===== src/rtl/dram_arb_pkg.sv =====
// Shared definitions for the DRAM port arbiter: state encoding and
// one-hot helpers usable by any round-robin arbiter up to 8 requesters.
package dram_arb_pkg;

  localparam logic [0:0] ARB    = 1'b0;
  localparam logic [0:0] LOCKED = 1'b1;
  localparam int MAX_REQ = 8;

  // First set bit of valid at or above ptr, wrapping within n requesters.
  function automatic logic [7:0] rr_onehot(input logic [7:0] valid,
                                           input logic [2:0] ptr,
                                           input int n);
    logic [7:0] pick;
    logic found;
    int idx;
    pick  = '0;
    found = 1'b0;
    for (int i = 0; i < MAX_REQ; i++) begin
      idx = (int'(ptr) + i) % n;
      if (!found && i < n && valid[idx[2:0]]) begin
        pick[idx[2:0]] = 1'b1;
        found = 1'b1;
      end
    end
    return pick;
  endfunction

  function automatic logic [2:0] onehot_to_idx(input logic [7:0] oh);
    logic [2:0] idx;
    idx = '0;
    for (int i = 0; i < MAX_REQ; i++) begin
      if (oh[i]) idx = 3'(i);
    end
    return idx;
  endfunction

endpackage


===== src/rtl/dram_port_arbiter_rr_pick.sv =====
// Combinational round-robin pick: rotate the request mask by the pointer,
// isolate the lowest set bit, then rotate the one-hot result back.
module rr_pick
  import dram_arb_pkg::*;
#(
  parameter int N     = 4,
  parameter int PTR_W = $clog2(N)
) (
  input  logic [N-1:0]     valid,
  input  logic [PTR_W-1:0] ptr,
  output logic [N-1:0]     grant
);

  logic [N-1:0] rotated;
  logic [N-1:0] rot_grant;

  always_comb begin
    rotated   = N'({valid, valid} >> ptr);
    rot_grant = rotated & (~rotated + N'(1));
    grant     = N'(({rot_grant, rot_grant} << ptr) >> N);
  end

endmodule


===== src/rtl/dram_port_arbiter.sv =====
// Shares one RAM port between NUM_REQ requesters with round-robin grants,
// an optional bounded burst lock and one-hot tagged read responses.
module dram_port_arbiter
  import dram_arb_pkg::*;
#(
  parameter int NUM_REQ   = 4,
  parameter int ADDR_W    = 5,
  parameter int DATA_W    = 16,
  parameter int MAX_BURST = 4
) (
  input  logic                        clk_i,
  input  logic                        rstn_i,
  input  logic [NUM_REQ-1:0]          req_valid_i,
  input  logic [NUM_REQ-1:0]          req_we_i,
  input  logic [NUM_REQ-1:0]          req_lock_i,
  input  logic [NUM_REQ*ADDR_W-1:0]   req_addr_i,
  input  logic [NUM_REQ*DATA_W-1:0]   req_wdata_i,
  output logic [NUM_REQ-1:0]          req_ready_o,
  output logic [NUM_REQ-1:0]          rsp_valid_o,
  output logic [DATA_W-1:0]           rsp_rdata_o,
  output logic [ADDR_W-1:0]           mem_addr_o,
  output logic                        mem_wr_en_o,
  output logic [DATA_W-1:0]           mem_wr_data_o,
  output logic                        mem_rd_en_o,
  input  logic [DATA_W-1:0]           mem_rd_data_i
);

  localparam int IDX_W  = $clog2(NUM_REQ);
  localparam int BEAT_W = $clog2(MAX_BURST + 1);
  localparam logic [IDX_W-1:0]  LAST_IDX  = IDX_W'(NUM_REQ - 1);
  localparam logic [BEAT_W-1:0] BEAT_LAST = BEAT_W'(MAX_BURST - 1);

  logic [0:0]         state;
  logic [IDX_W-1:0]   rr_ptr;
  logic [IDX_W-1:0]   owner;
  logic [BEAT_W-1:0]  beat_cnt;
  logic [NUM_REQ-1:0] rsp_valid_q;

  logic [NUM_REQ-1:0] pick_grant;
  logic [NUM_REQ-1:0] owner_mask;
  logic [NUM_REQ-1:0] grant;
  logic [IDX_W-1:0]   grant_idx;
  logic               any_grant;

  function automatic logic [IDX_W-1:0] next_idx(input logic [IDX_W-1:0] i);
    return (i == LAST_IDX) ? '0 : i + 1'b1;
  endfunction

  rr_pick #(
    .N     (NUM_REQ),
    .PTR_W (IDX_W)
  ) u_rr_pick (
    .valid (req_valid_i),
    .ptr   (rr_ptr),
    .grant (pick_grant)
  );

  // While locked only the owner may be granted; reset blocks every grant.
  always_comb begin
    owner_mask        = '0;
    owner_mask[owner] = 1'b1;
    if (!rstn_i)
      grant = '0;
    else if (state == LOCKED)
      grant = owner_mask & req_valid_i;
    else
      grant = pick_grant;
    any_grant = |grant;
    grant_idx = IDX_W'(onehot_to_idx(8'(grant)));

    mem_addr_o    = '0;
    mem_wr_en_o   = 1'b0;
    mem_rd_en_o   = 1'b0;
    mem_wr_data_o = '0;
    if (any_grant) begin
      mem_addr_o    = req_addr_i[grant_idx*ADDR_W +: ADDR_W];
      mem_wr_data_o = req_wdata_i[grant_idx*DATA_W +: DATA_W];
      mem_wr_en_o   = req_we_i[grant_idx];
      mem_rd_en_o   = ~req_we_i[grant_idx];
    end
  end

  // A pending response is dropped as soon as reset is seen, not one edge later.
  assign req_ready_o = grant;
  assign rsp_valid_o = rsp_valid_q & {NUM_REQ{rstn_i}};
  assign rsp_rdata_o = (|rsp_valid_o) ? mem_rd_data_i : '0;

  always_ff @(posedge clk_i) begin
    if (!rstn_i) begin
      state       <= ARB;
      rr_ptr      <= '0;
      owner       <= '0;
      beat_cnt    <= '0;
      rsp_valid_q <= '0;
    end else begin
      rsp_valid_q <= grant & ~req_we_i;
      if (state == ARB) begin
        if (any_grant) begin
          rr_ptr <= next_idx(grant_idx);
          if (req_lock_i[grant_idx] && MAX_BURST > 1) begin
            owner    <= grant_idx;
            beat_cnt <= BEAT_W'(1);
            state    <= LOCKED;
          end
        end
      // Lock ends on a dropped valid, a released lock or the last allowed beat.
      end else if (!req_valid_i[owner] || !req_lock_i[owner] ||
                   beat_cnt >= BEAT_LAST) begin
        state    <= ARB;
        rr_ptr   <= next_idx(owner);
        beat_cnt <= '0;
      end else begin
        beat_cnt <= beat_cnt + 1'b1;
      end
    end
  end

endmodule


===== config.mk =====
export PLATFORM = sky130hd
export DESIGN_NAME = dram_port_arbiter
export DESIGN_NICKNAME = d
export VERILOG_FILES = /design/src/rtl/dram_arb_pkg.sv /design/src/rtl/dram_port_arbiter_rr_pick.sv /design/src/rtl/dram_port_arbiter.sv
export SDC_FILE = /design/constraint.sdc
export NUM_CORES = 1
export LEC_CHECK = 0
export ABC_AREA = 1
export BUFFER_PORTS_ARGS = -buffer_cell sky130_fd_sc_hd__buf_4
export CAP_MARGIN = 10
export CORE_MARGIN = 2
export CORE_UTILIZATION = 37
export CTS_BUF_LIST = sky130_fd_sc_hd__clkbuf_4 sky130_fd_sc_hd__clkbuf_8 sky130_fd_sc_hd__clkbuf_16
export CTS_CLUSTER_DIAMETER = 40
export DETAILED_ROUTE_END_ITERATION = 10
export PLACE_DENSITY = 0.79
export SLEW_MARGIN = 15
export SYNTH_ARGS = -nofsm -noshare
export SYNTH_HDL_FRONTEND = slang
export SYNTH_SLANG_ARGS = --single-unit

===== constraint.sdc =====
create_clock -name clk_i -period 1.8 [get_ports clk_i]
set_input_delay 0.18 -clock clk_i [delete_from_list [all_inputs] [get_ports clk_i]]
set_output_delay 0.18 -clock clk_i [all_outputs]
set_load 0.005 [all_outputs]

== Word level (Yosys, flattened, before mapping) ==
Index checks and enable logic that the tools add are counted.

* Flip-flop bits (word level): 12
* Latch bits: 0
* Bits in writable memories: 0
* Bits in read-only memories: 0
* Bits of input ports: 114
* Output and inout port bits: 47
* Memories kept: 0

* $add $sub $neg: 4
* Multiply operators: 1
* Divide/modulo/power cells: 0
* Magnitude comparators: 4
* Equality and inequality tests: 3
* Shift operators: 4
* Multiplexer cells: 33
* Bitwise gates (word level): 8
* Reductions and logical operators: 12

{| class="wikitable"
|+ Operators by type and width
! operator !! count
|-
| 64-bit by 7-bit variable part select with 16-bit output || 1
|-
| 16-bit 2-to-1 mux || 2
|-
| 20-bit by 6-bit variable part select with 5-bit output || 1
|-
| 4-bit AND || 4
|-
| 2-bit 2-to-1 mux || 7
|-
| 1-bit 2-to-1 mux || 12
|-
| 3-bit 2-to-1 mux || 4
|-
| 1-bit binary-select mux with 2-bit select || 4
|-
| 4-bit 2-to-1 mux || 2
|-
| 4-bit inverter || 2
|-
| 4-bit OR reduction || 2
|-
| 8-bit by 2-bit left shift with 8-bit output || 1
|-
| 8-bit by 2-bit >> shifter with 4-bit output || 1
|-
| 2-bit by 3-bit less-than comparator with 1-bit output, second input constant || 2
|-
| 2-bit by 3-bit multiplier with 5-bit output, second input constant || 1
|-
| 5-bit 2-to-1 mux || 1
|-
| 2-bit by 1-bit adder with 2-bit output, second input constant || 2
|-
| 4-bit by 1-bit adder with 4-bit output, second input constant || 1
|-
| 2-bit equality test, second input constant || 2
|-
| 2-bit AND reduction || 2
|-
| 2-bit nonzero test || 2
|-
| 3-bit by 1-bit adder with 3-bit output, second input constant || 1
|-
| 3-bit by 2-bit >= comparator with 1-bit output, second input constant || 1
|-
| 3-bit AND reduction || 1
|-
| 7 further kinds || 10
|}

== Depth between registers and ports, before layout ==
* Word-level depth: 15
* Gate-level depth with buffers: 19

== Cells and area by module ==
A second synthesis with hierarchy kept.

* Cell total of the unflattened synthesis: 343
* Area, all modules: 2,031.9 um^2

{| class="wikitable"
|+ Modules (own cells, without submodules)
! module !! times used !! cells an instance !! area each (um^2) !! seq. area each (um^2)
|-
| dram_port_arbiter || 1 || 292 || 1,755.4 || 240.2
|-
| rr_pick || 1 || 51 || 276.5 || 0.0
|}

== Worst setup path after synthesis ==
No wires, ideal clock.

* Kind: flip-flop to output port
* From: register rr_ptr[1]
* To: output port mem_wr_data_o[10]
* Data arrival time: 1.883 ns
* Required time: 1.620 ns
* Slack: -0.263 ns
* Stages on the path, launching flop included: 15
* Cell sequence: dfxtp_1 -> buf_4 -> inv_2 -> nand3_2 -> nand2_4 -> nand2_4 -> o21ai_2 -> nand3_1 -> nand2_1 -> nand3b_4 -> nand2_8 -> buf_6 -> o21ai_0 -> o21bai_1 -> a21oi_1

* Cells in the longest elaborated chain, start to end: 12

{| class="wikitable"
|+ RTL lines
! what !! RTL line !! text
|-
| start, declared || dram_port_arbiter.sv:34 || <nowiki>logic [IDX_W-1:0] rr_ptr;</nowiki>
|-
| start signal, assigned || dram_port_arbiter.sv:99 || <nowiki>rr_ptr <= next_idx(grant_idx);</nowiki>
|-
| start signal, assigned || dram_port_arbiter.sv:110 || <nowiki>rr_ptr <= next_idx(owner);</nowiki>
|-
| 8-bit by 2-bit >> shifter with 4-bit output || dram_port_arbiter_rr_pick.sv:18 || <nowiki>rotated = N'({valid, valid} >> ptr);</nowiki>
|-
| 4-bit inverter || dram_port_arbiter_rr_pick.sv:19 || <nowiki>rot_grant = rotated & (~rotated + N'(1));</nowiki>
|-
| 4-bit by 1-bit adder with 4-bit output || dram_port_arbiter_rr_pick.sv:19 ||
|-
| 4-bit AND || dram_port_arbiter_rr_pick.sv:19 ||
|-
| 8-bit by 2-bit left shift with 8-bit output * || dram_port_arbiter_rr_pick.sv:20 || <nowiki>grant = N'(({rot_grant, rot_grant} << ptr) >> N);</nowiki>
|-
| 4-bit 2-to-1 mux * || dram_port_arbiter.sv:64 || <nowiki>else if (state == LOCKED)</nowiki>
|-
| 4-bit 2-to-1 mux * || dram_port_arbiter.sv:62 || <nowiki>if (!rstn_i)</nowiki>
|-
| 1-bit 2-to-1 mux || dram_arb_pkg.sv:32 || <nowiki>if (oh[i]) idx = 3'(i);</nowiki>
|-
| 2-bit 2-to-1 mux (2 in a row) || dram_arb_pkg.sv:32 ||
|-
| 64-bit by 7-bit variable part select with 16-bit output || dram_port_arbiter.sv:77 || <nowiki>mem_wr_data_o = req_wdata_i[grant_idx*DATA_W +: DATA_W];</nowiki>
|-
| 16-bit 2-to-1 mux * || dram_port_arbiter.sv:75 || <nowiki>if (any_grant) begin</nowiki>
|-
| end, declared || dram_port_arbiter.sv:23 || <nowiki>output logic [DATA_W-1:0] mem_wr_data_o,</nowiki>
|}

Every way passes the cells marked *; elsewhere a longest branch is shown, timed or not.

== Final worst setup path ==
* From: register rr_ptr[0]
* To: output port mem_wr_data_o[1]

The elaborated chain is that of the path after synthesis.

==> results.tsv <==
metric	value	unit
fin_crit_sh	1.53	
numCtsBuffers	3	
grtUsageMet2	0.566	
powerDensity	2280	nW/um^2
use_met1	0.387	
num_rows	26	
vias_per_cell	5.70	
h-tree-depth	1	
clockBufferDepth	2	
grt_pass1_wl	16500	um
synth.net_count	472	
fin_util	0.842	
grt_util_met3	0.0851	
ys_ff_latch	12	
die_w	78.1	um
clk_latency	260	ps
min_path_type	in -> reg	
period_minus_slack	2750	ps
switching_share	0.514	
maxCapViolations	0	
syn2layout_area_growth	116	%
core_region_area	5200	um^2
seq_power_share	0.046	
die-area	6100	um^2
initial_core_util	0.391	
fin_hold_ws	81.9	ps
dpl.hpwl	7090	um
cp.required	1620	ps
top_usage_layer	met2	
grt_max_degree	23	
antenna_cells	0	
wirelength	11900	um
gp_congestion	0.959	
place_ws	-620	ps
vias	3602	
setup_slack	-949	ps
failed_checks	setup timing	
nNetsFinal	684	
power.leakage	2.31	nW
wl_per_cell	18.8	um
antenna_found_initial	0	
drtIter0Drc	303	
grt-ovfl-total	0	
final_common_cell	buf_4	
netlist_area	2030	um^2
synth_cell_types	29	
cpMaxStageDelayCell	dfxtp_4	
cpPeakStageDelay	360	ps
clock-root-buffer	clkbuf_8	
cts.sinks	12	
cp-start-kind	register	
vdd_drop_max	0.00136	V
cts_tree	built	
post_route_cells_drive_above_1_share	0.585	
grt_pass1_vias	3483	
skew	5.99	ps
maxSlewHeadroom	0.700	
pwr-share-clk	0.027	
rsz0062_at_grt	true	
worst_pin_slew	451	ps
internal_power	0.00485	W
syn_inst	352	
hold_viol_final	0	
critPathArrivalTime	2570	ps
synth-seq-area-share	0.118	
power.switching	0.00514	W
crit_fanout	11	
dr.pass1.iters	5	
clock.fmax	364	MHz
status	complete, but fails checks	
ctsHoldBuffers	0	
finalSetupTns	-28200	ps
gr-usage-all-layers	0.331	
combPwrFrac	0.927	
drc	0	
worstSetupPathType	reg -> out	
end_kind	output pin	
layout_common_cells	197 x buf_4, 56 x inv_1, 36 x a21oi_1	
ys_warn_count	0	
die_y	78.1	um
port-buffer-count	160	
io-pin-count	161	
setup_viol	37	
antenna_left	0	
path_clk_slew	60	ps
synth.avg_cell_area	5.78	um^2
crit_chain	buf_6 -> nand2_1 -> nand3_2 -> nand2_4 -> nand2_4 -> o21ai_4 -> nand3_2 -> a21oi_4 -> nand2_8 -> buf_12 -> a21oi_1 -> o21ai_1 -> a21oi_1 -> buf_4	
finalMaxSlewViolations	0	
power groups by stage:
stage               clock network, W  logic (W)  registers [W]
floorplan                          0    0.00389       0.000385
global placement                   0    0.00665       0.000424
detailed placement                 0    0.00676       0.000431
CTS                         0.000265    0.00807       0.000444
global route                0.000277    0.00979       0.000471
finish                      0.000271    0.00926       0.000461
synthesized netlist by cell type (all sizes together):
master,n,area (um^2)
a211oi,1,7.51
a21oi,57,297
buf,16,104
clkbuf,4,15.0
dfxtp,12,240
ha,6,75.1
inv,62,233
nand2,56,274
nand3,35,213
nand3b,1,20.0
nand4,1,6.26
nor2,28,120
nor4,1,6.26
o21ai,49,253
o21bai,21,158
o22ai,1,6.26
or2,1,6.26
state kept, by name, indices dropped and copies added, names as in the netlist:
signal	count
rsp_valid_q	4
beat_cnt	3
owner	2
rr_ptr	2
state	1
layer usage:
metal  wire length, um  vias to the layer above  part of all wire
li1                  -                     1587                 -
met1              4340                     1648              0.37
met2              5720                      302              0.48
met3              1240                       65              0.10
met4               589                        0             0.050
met5                 0                        -                 0
what timing repair did:
item / in CTS / in global routing
cloned: 5 / 1
buffers inserted: 14 / 4
pin swaps: 7 / 20
setup endpoints to repair: 36 / 38
gates resized for setup: 75 / 54
final timing paths:
check	depth (start not counted)	to	from	slack (ps)
min	2	rsp_valid_q[2]	req_we_i[2]	80
min reg2reg	2	beat_cnt[2]	beat_cnt[2]	500
max reg2reg	17	rr_ptr[0]	rr_ptr[0]	-700
max	14	mem_wr_data_o[1]	rr_ptr[0]	-950
critical path, delay by kind of cell, from the launching register on:
| family | cells | cell delay [ps] |
|---|---|---|
| buffers and inverters | 3 | 430 |
| and+or+nand+nor | 6 | 650 |
| AOI/OAI and AO/OA | 5 | 870 |
| DFF | 1 | 360 |
cells by family (layout without fill, tap and decap cells):
| family | Yosys count | in the layout | synth area share |
|---|---|---|---|
| buf+inv | 82 | 289 | 0.173 |
| compound gates | 129 | 129 | 0.354 |
| simple gates | 123 | 126 | 0.318 |
| fa+ha+maj | 6 | 6 | 0.0369 |
| flops | 12 | 12 | 0.118 |
stage by stage:
step / total power [W] / instance area [um^2] / std cells
after global routing: 0.0105 / 4380 / 632
after floorplan: 0.00428 / 2130 / 352
after CTS: 0.00878 / 4140 / 629
after global placement: 0.00708 / 3670 / 608
final: 0.00999 / 4380 / 632
after detailed placement: 0.00719 / 3670 / 608
final cells by class:
cell class	instances	area (um^2)
Clock buffer	3	41.3
Tap cell	70	87.6
Timing Repair Buffer	223	1850
Multi-Input combinational cell	261	1900
Inverter	62	250
Fill cell	296	822
Timing Repair inverter	1	6.26
Sequential cell	12	248
No activity file was read; power rests on OpenSTA's default activity.
